$ cat config.mk
export PLATFORM = sky130hd
export DESIGN_NAME = alu_arbiter
export DESIGN_NICKNAME = d
export VERILOG_FILES = /design/src/rtl/alu_arbiter.sv
export SDC_FILE = /design/constraint.sdc
export NUM_CORES = 1
export LEC_CHECK = 0
export CAP_MARGIN = 20
export CORE_ASPECT_RATIO = 1.5
export CORE_UTILIZATION = 40
export CTS_CLUSTER_SIZE = 40
export DETAILED_ROUTE_END_ITERATION = 16
export PLACE_DENSITY = 0.81
export SLEW_MARGIN = 25
export SYNTH_ARGS = -nofsm -noshare
export SYNTH_HDL_FRONTEND = slang
export SYNTH_SLANG_ARGS = --single-unit
$ cat constraint.sdc
create_clock -name clk -period 2.36 [get_ports clk]
set_clock_uncertainty 0.2 [all_clocks]
set_input_delay 0.236 -clock clk [delete_from_list [all_inputs] [get_ports clk]]
set_output_delay 0.236 -clock clk [all_outputs]
set_load 0.01 [all_outputs]
$ cat src/rtl/alu_arbiter.sv
// Round-robin sharing of one combinational 8-bit alu among NUM_REQ valid/ready requesters.
// Operands are registered toward the alu; the result is captured after EXEC_CYCLES cycles.
module alu_arbiter #(
    parameter int NUM_REQ     = 4,
    parameter int EXEC_CYCLES = 1
) (
    input  logic                   clk,
    input  logic                   rst_n,
    input  logic [NUM_REQ-1:0]     req_valid,
    output logic [NUM_REQ-1:0]     req_ready,
    input  logic [8*NUM_REQ-1:0]   req_a,
    input  logic [8*NUM_REQ-1:0]   req_b,
    input  logic [3*NUM_REQ-1:0]   req_sel,
    output logic [NUM_REQ-1:0]     rsp_valid,
    input  logic [NUM_REQ-1:0]     rsp_ready,
    output logic [7:0]             rsp_y,
    output logic                   rsp_err,
    output logic                   busy,
    output logic [7:0]             alu_a,
    output logic [7:0]             alu_b,
    output logic [2:0]             alu_sel,
    input  logic [7:0]             alu_y
);

    localparam int GW = (NUM_REQ > 1) ? $clog2(NUM_REQ) : 1;

    typedef enum logic [1:0] {
        IDLE = 2'd0,
        EXEC = 2'd1,
        RESP = 2'd2
    } state_t;

    state_t          state_r;
    state_t          state_nxt_s;
    logic [GW-1:0]   last_grant_r;
    logic [GW-1:0]   grant_r;
    logic [GW-1:0]   grant_s;
    logic [GW-1:0]   cand_s;
    logic            found_s;
    int              scan_idx_s;
    logic [3:0]      cnt_r;
    logic [7:0]      op_a_s;
    logic [7:0]      op_b_s;
    logic [2:0]      op_sel_s;

    function automatic logic is_div_zero(input logic [2:0] sel, input logic [7:0] b);
        return (sel == 3'b011) && (b == 8'h00);
    endfunction

    // Round-robin scan starting just after the last served requester.
    always_comb begin
        found_s    = 1'b0;
        grant_s    = {GW{1'b0}};
        cand_s     = {GW{1'b0}};
        scan_idx_s = 0;
        for (int k = 1; k <= NUM_REQ; k++) begin
            scan_idx_s = (int'(last_grant_r) + k) % NUM_REQ;
            cand_s     = scan_idx_s[GW-1:0];
            if (!found_s && req_valid[cand_s]) begin
                found_s = 1'b1;
                grant_s = cand_s;
            end else begin
                found_s = found_s;
            end
        end
    end

    // Operand mux for the requester being granted.
    always_comb begin
        op_a_s   = 8'h00;
        op_b_s   = 8'h00;
        op_sel_s = 3'b000;
        for (int i = 0; i < NUM_REQ; i++) begin
            if (grant_s == GW'(i)) begin
                op_a_s   = req_a[8*i +: 8];
                op_b_s   = req_b[8*i +: 8];
                op_sel_s = req_sel[3*i +: 3];
            end else begin
                op_a_s = op_a_s;
            end
        end
    end

    // FSM state register.
    always_ff @(posedge clk or negedge rst_n) begin
        if (!rst_n) begin
            state_r <= IDLE;
        end else begin
            state_r <= state_nxt_s;
        end
    end

    // FSM next-state logic.
    always_comb begin
        state_nxt_s = state_r;
        case (state_r)
            IDLE:    if (found_s) state_nxt_s = EXEC; else state_nxt_s = IDLE;
            EXEC:    if (cnt_r == 4'd0) state_nxt_s = RESP; else state_nxt_s = EXEC;
            RESP:    if (rsp_ready[grant_r]) state_nxt_s = IDLE; else state_nxt_s = RESP;
            default: state_nxt_s = IDLE;
        endcase
    end

    // FSM outputs; req_ready is masked while reset is asserted so every output reads 0.
    always_comb begin
        req_ready = {NUM_REQ{1'b0}};
        rsp_valid = {NUM_REQ{1'b0}};
        busy      = 1'b0;
        case (state_r)
            IDLE: begin
                for (int i = 0; i < NUM_REQ; i++) begin
                    if (rst_n && found_s && (grant_s == GW'(i))) req_ready[i] = 1'b1;
                    else req_ready[i] = 1'b0;
                end
            end
            EXEC: busy = 1'b1;
            RESP: begin
                busy = 1'b1;
                for (int i = 0; i < NUM_REQ; i++) begin
                    if (grant_r == GW'(i)) rsp_valid[i] = 1'b1;
                    else rsp_valid[i] = 1'b0;
                end
            end
            default: busy = 1'b0;
        endcase
    end

    // Datapath: operand latch, exec counter, result capture and round-robin pointer.
    always_ff @(posedge clk or negedge rst_n) begin
        if (!rst_n) begin
            alu_a        <= 8'h00;
            alu_b        <= 8'h00;
            alu_sel      <= 3'b000;
            rsp_y        <= 8'h00;
            rsp_err      <= 1'b0;
            cnt_r        <= 4'd0;
            grant_r      <= {GW{1'b0}};
            last_grant_r <= GW'(NUM_REQ - 1);
        end else begin
            case (state_r)
                IDLE: begin
                    if (found_s) begin
                        alu_a   <= op_a_s;
                        alu_b   <= op_b_s;
                        alu_sel <= op_sel_s;
                        grant_r <= grant_s;
                        cnt_r   <= 4'(EXEC_CYCLES - 1);
                    end
                end
                EXEC: begin
                    if (cnt_r == 4'd0) begin
                        rsp_y   <= alu_y;
                        rsp_err <= is_div_zero(alu_sel, alu_b);
                    end else begin
                        cnt_r <= cnt_r - 4'd1;
                    end
                end
                RESP: begin
                    if (rsp_ready[grant_r]) last_grant_r <= grant_r;
                end
                default: cnt_r <= 4'd0;
            endcase
        end
    end

endmodule

==> results of run 1 <==
==> logic make-up (layout without fill, tap and decap cells) <==
group	Yosys count	count (layout)	synth area share
DFF	38	38	0.374
buffers and inverters	22	168	0.0624
AOI/OAI and AO/OA	45	45	0.154
muxes	47	47	0.218
and+or+nand+nor	85	85	0.166
adders and majority gates	5	5	0.0246
==> metrics by stage <==
step | util | power [mW] | setup slack [ns]
2_1_floorplan | - | 2.87 | 0.160
3_3_place_gp | 0.651 | 3.90 | -0.159
3_5_place_dp | 0.651 | 3.99 | -0.233
4_1_cts | 0.669 | 4.45 | -0.0786
5_1_grt | 0.674 | 4.75 | -0.0282
6_report | 0.674 | 4.44 | 0.0581
==> what timing repair did <==
item,in CTS,in global routing
buffers inserted,1,1
hold endpoints to repair,5,0
hold buffers,1,0
resized for setup,9,13
setup endpoints to repair,4,13
pin swaps,1,2
==> placed cells by master, fill, tap and decap left out, types with 2 or more instances in the layout <==
master	n
inv_1	6
nor3b_1	2
nor2b_4	2
buf_12	2
nand3_1	29
o211ai_1	3
a21boi_0	5
ha_1	4
nand2b_1	4
nor2_1	11
buf_2	2
a21oi_1	2
mux2_4	11
clkdlybuf4s50_1	124
a21o_1	2
clkinv_2	2
a211oi_1	10
dfrtp_1	36
nand2_1	23
nor3_1	3
mux2_2	14
dfstp_2	2
mux2i_1	21
o21ai_0	5
o211ai_2	11
buf_4	20
clkbuf_8	5
nor4_1	2
==> registers in the layout (all words and copies together), names as in the netlist <==
name	cells
last_grant_r	2
alu_sel	3
rsp_y	8
cnt_r	4
alu_a	8
rsp_err	1
state_r	2
alu_b	8
grant_r	2
==> final cells by class <==
type	instances	area [um^2]
Multi-Input combinational cell	182	1480
Fill cell	504	2000
Tap cell	74	92.6
Timing Repair Buffer	154	1500
Clock buffer	6	72.6
Clock inverter	2	10.0
Sequential cell	38	953
Inverter	6	22.5
==> worst reg2reg max path: stages, from the launching register on <==
cell and delay, ns:
dfstp_2 0.55, mux2i_1 0.21, a2bb2oi_2 0.17, and2_4 0.20, buf_4 0.15, buf_8 0.26
mux2_2 0.37, o211ai_1 0.10
==> report_power, final <==
part | total (mW) | switching (mW) | internal [mW]
sequential | 1.22 | 0.237 | 0.982
clock | 0.431 | 0.226 | 0.205
combinational | 2.79 | 1.27 | 1.52
==> path summary, 6_finish.rpt <==
check | to | cells after the start
hold reg to reg | alu_a[2]$_DFFE_PN0N_ | 2
setup reg to reg | alu_b[0]$_DFFE_PN0N_ | 7
hold / removal | alu_a[1]$_DFFE_PN0N_ | 2
min in group clk | alu_a[2]$_DFFE_PN0N_ | 2
max in group asynchronous | last_grant_r[0]$_DFFE_PN1P_ | 3
setup / recovery | req_ready[0] | 6
==> layer usage <==
layer,routed length (um),vias to the layer above
met2,4250,69
met4,273,0
met1,2610,1178
met5,0,-
li1,-,1180
met3,235,16
==> results, run 1 <==
- The run finished with clean final reports.
- The later pin in the worst-skew pair is clocked with a latency of 0.28 ns.
- The tightest hold path in the finished design has a slack of 0.153 ns.
- The kind of cell adding the most delay to the critical path is flip-flops.
- The fraction of post-synthesis cell area in the top cell type by area is 0.354.
- The global route total overflow is 0.
- The met2 usage is 0.437.
- The die extent in y is 99.7 um.
- After detailed routing, the number of remaining DRC violations is 0.
- TritonCTS built the clock tree.
- The met1 track demand over resource is 0.243.
- Counting flops and latches in the post-synthesis netlist gives 38.
- The reg-to-reg setup timing slack is 0.08 ns.
- Among all flip-flop cells after synthesis, the most frequent one is dfrtp_1.
- The largest voltage drop on the vdd net is 0.000465 V.
- The number of distinct library cell variants in the gate-level netlist after synthesis is 39.
- The vias after detailed routing is 2,443.
- Yosys printed 0 warnings.
- The repair_antennas step left the layout with diodes totalling 0.
- Summed over all cells, the static leakage comes to 1.77 nW.
- From synthesis to final layout, the design area changed by 62.3%.
- In this run, placement finished with an instance count of 451.
- The number of buffers created by CTS is 5.
- Of the cells placed in the final design, the portion with a size suffix greater than 1 is 0.216.
- Port buffering added 130 buffers.
- The startpoint of the worst register-to-register path is last_grant_r[1]$_DFFE_PN1P_.
- Along the worst path, the maximum fanout reaches 4.
- The worst setup path startpoint is last_grant_r[1]$_DFFE_PN1P_.
- By area the synthesized netlist is led by dfrtp_1 35%, mux2i_1 8.3%, mux2_4 6.5%.
- The H-tree generated during clock tree synthesis spans 2 levels.
- In the finished design, the share of the clock period the worst path needs comes to 0.975.
- The class of the tightest hold or removal check is input port to asynchronous set/reset pin.
- The summed negative setup slack over all endpoints is 0 ns.
- The die span in x is 67.1 um.
- The first global-routing pass estimated 11.8 mm of wire.
- The slowest library cell on the worst path is dfstp_2.
- The summed area of non-filler cells in the final layout is 4130 um^2.
- The worst pin sits at a relative slew slack of 0.657.
- For this configuration, the core starts out at a cell density of 0.415.
- The shortest period the worst path allows is 2.30 ns.
- The non-filler instance count after layout is 462.
- In this run the count of I/O pins placed on the die edge is 131.
- The post-CTS clock slew at the launch and capture registers of the worst setup and hold paths is 0.07 ns.
- The delay contributed by the slowest stage of the critical path is 0.55 ns.
- met2 is the most crowded layer.
- The number of antenna violations at the first check in global routing is 0.
- The sort of element at the start of the critical path is a flip-flop.
- The synthesized cell area is 2550 um^2.
- The detail route stage leaves a number of antenna-violating nets equal to 0.
- After legalization and detailed placement, the total HPWL measured 5.98 mm.
- Counting every instance in the synthesized netlist gives 242.
- The count of buffering cells on the critical path with inverters included is 2.
- The post-place instance area is 3990 um^2.
- The required time of the critical path is 1.92 ns.
- The number of nets in the synthesized netlist is 341.
- The final routed wire length divided by cell count is 16.0 um.
- The final layout contains routed wiring with a total length of 7.37 mm.
- The commonest cells after synthesis are 36 x dfrtp_1, 29 x nand3_1, 23 x nand2_1.
- STA classifies the critical path endpoint as an output pin.
- The peak clock frequency supported by timing is 434 MHz.
- The via-per-instance ratio is 5.29.
- The number of pins exceeding their max-slew limit in the final report came to 0.
- The cell with the most instances after synthesis is dfrtp_1.
- Setup repair after global routing could not meet its margin everywhere.
- The number of flops mapped to enable cells by yosys is 0.
- The core outline area is 6130 um^2.
- The buffer depth of the longest clock path is 2.
- Setup violations remaining at the end of the flow were counted as 0.
- For this design the ratio of total power to cell area is 1070 nW/um^2.
- For this run, the register share of the synthesized area comes to 0.374.
- The number of hold violations in the final report is 0.
- Entering global routing, the biggest net connects 34 pins.
- The die covers 6700 um^2.
- The buffer type at the clock tree root is clkbuf_8.
- The TritonCTS sink count is 38.
- In the final design database the tool counted 486 nets.
- The length of the first detailed-routing pass in iterations is 4.
- The tool flagged a number of max-cap violations equal to 0.
- The overall routing resource usage is 0.235.
- The DRC marker count from the first detailed-route iteration is 123.
- At the pin with the least slew margin, the transition time is 0.507 ns.
- The path type of the worst setup path is flip-flop to output pin.
- The arrival time reported for the critical path endpoint is 1.87 ns.
- In the global route stage, met3 resource usage came out at 0.0310.
- For this run, asynchronously set or reset flops after synthesis account for 1.00.
- The mean instance size in the synthesized netlist is 10.5 um^2.
- The final estimated routing congestion in global placement is 0.788.
- The largest total area in the synthesized netlist belongs to dfrtp_1.
- The critical path goes through mux2i_1 -> a2bb2oi_2 -> and2_4 -> buf_4 -> nor3b_2 -> buf_2.
- The via count of the first global-routing pass is 2,539.
- The number of placement rows is 35.
(Power assumes the default switching activity.)
==> run 2, diff against run 1 <==
--- a/config.mk
+++ b/config.mk
@@ -8,7 +8,6 @@
 export CAP_MARGIN = 20
 export CORE_ASPECT_RATIO = 1.5
 export CORE_UTILIZATION = 40
-export CTS_CLUSTER_SIZE = 40
 export DETAILED_ROUTE_END_ITERATION = 16
 export PLACE_DENSITY = 0.81
 export SLEW_MARGIN = 25
==> results of run 2 <==
Same layout as run 1: the final DEF is identical, and so are final timing and power.
==> run 3, diff against run 2 <==
--- a/config.mk
+++ b/config.mk
@@ -5,7 +5,7 @@
 export SDC_FILE = /design/constraint.sdc
 export NUM_CORES = 1
 export LEC_CHECK = 0
-export CAP_MARGIN = 20
+export CAP_MARGIN = 25
 export CORE_ASPECT_RATIO = 1.5
 export CORE_UTILIZATION = 40
 export DETAILED_ROUTE_END_ITERATION = 16
==> results of run 3 <==
Same layout as run 1: the final DEF is identical, and so are final timing and power.
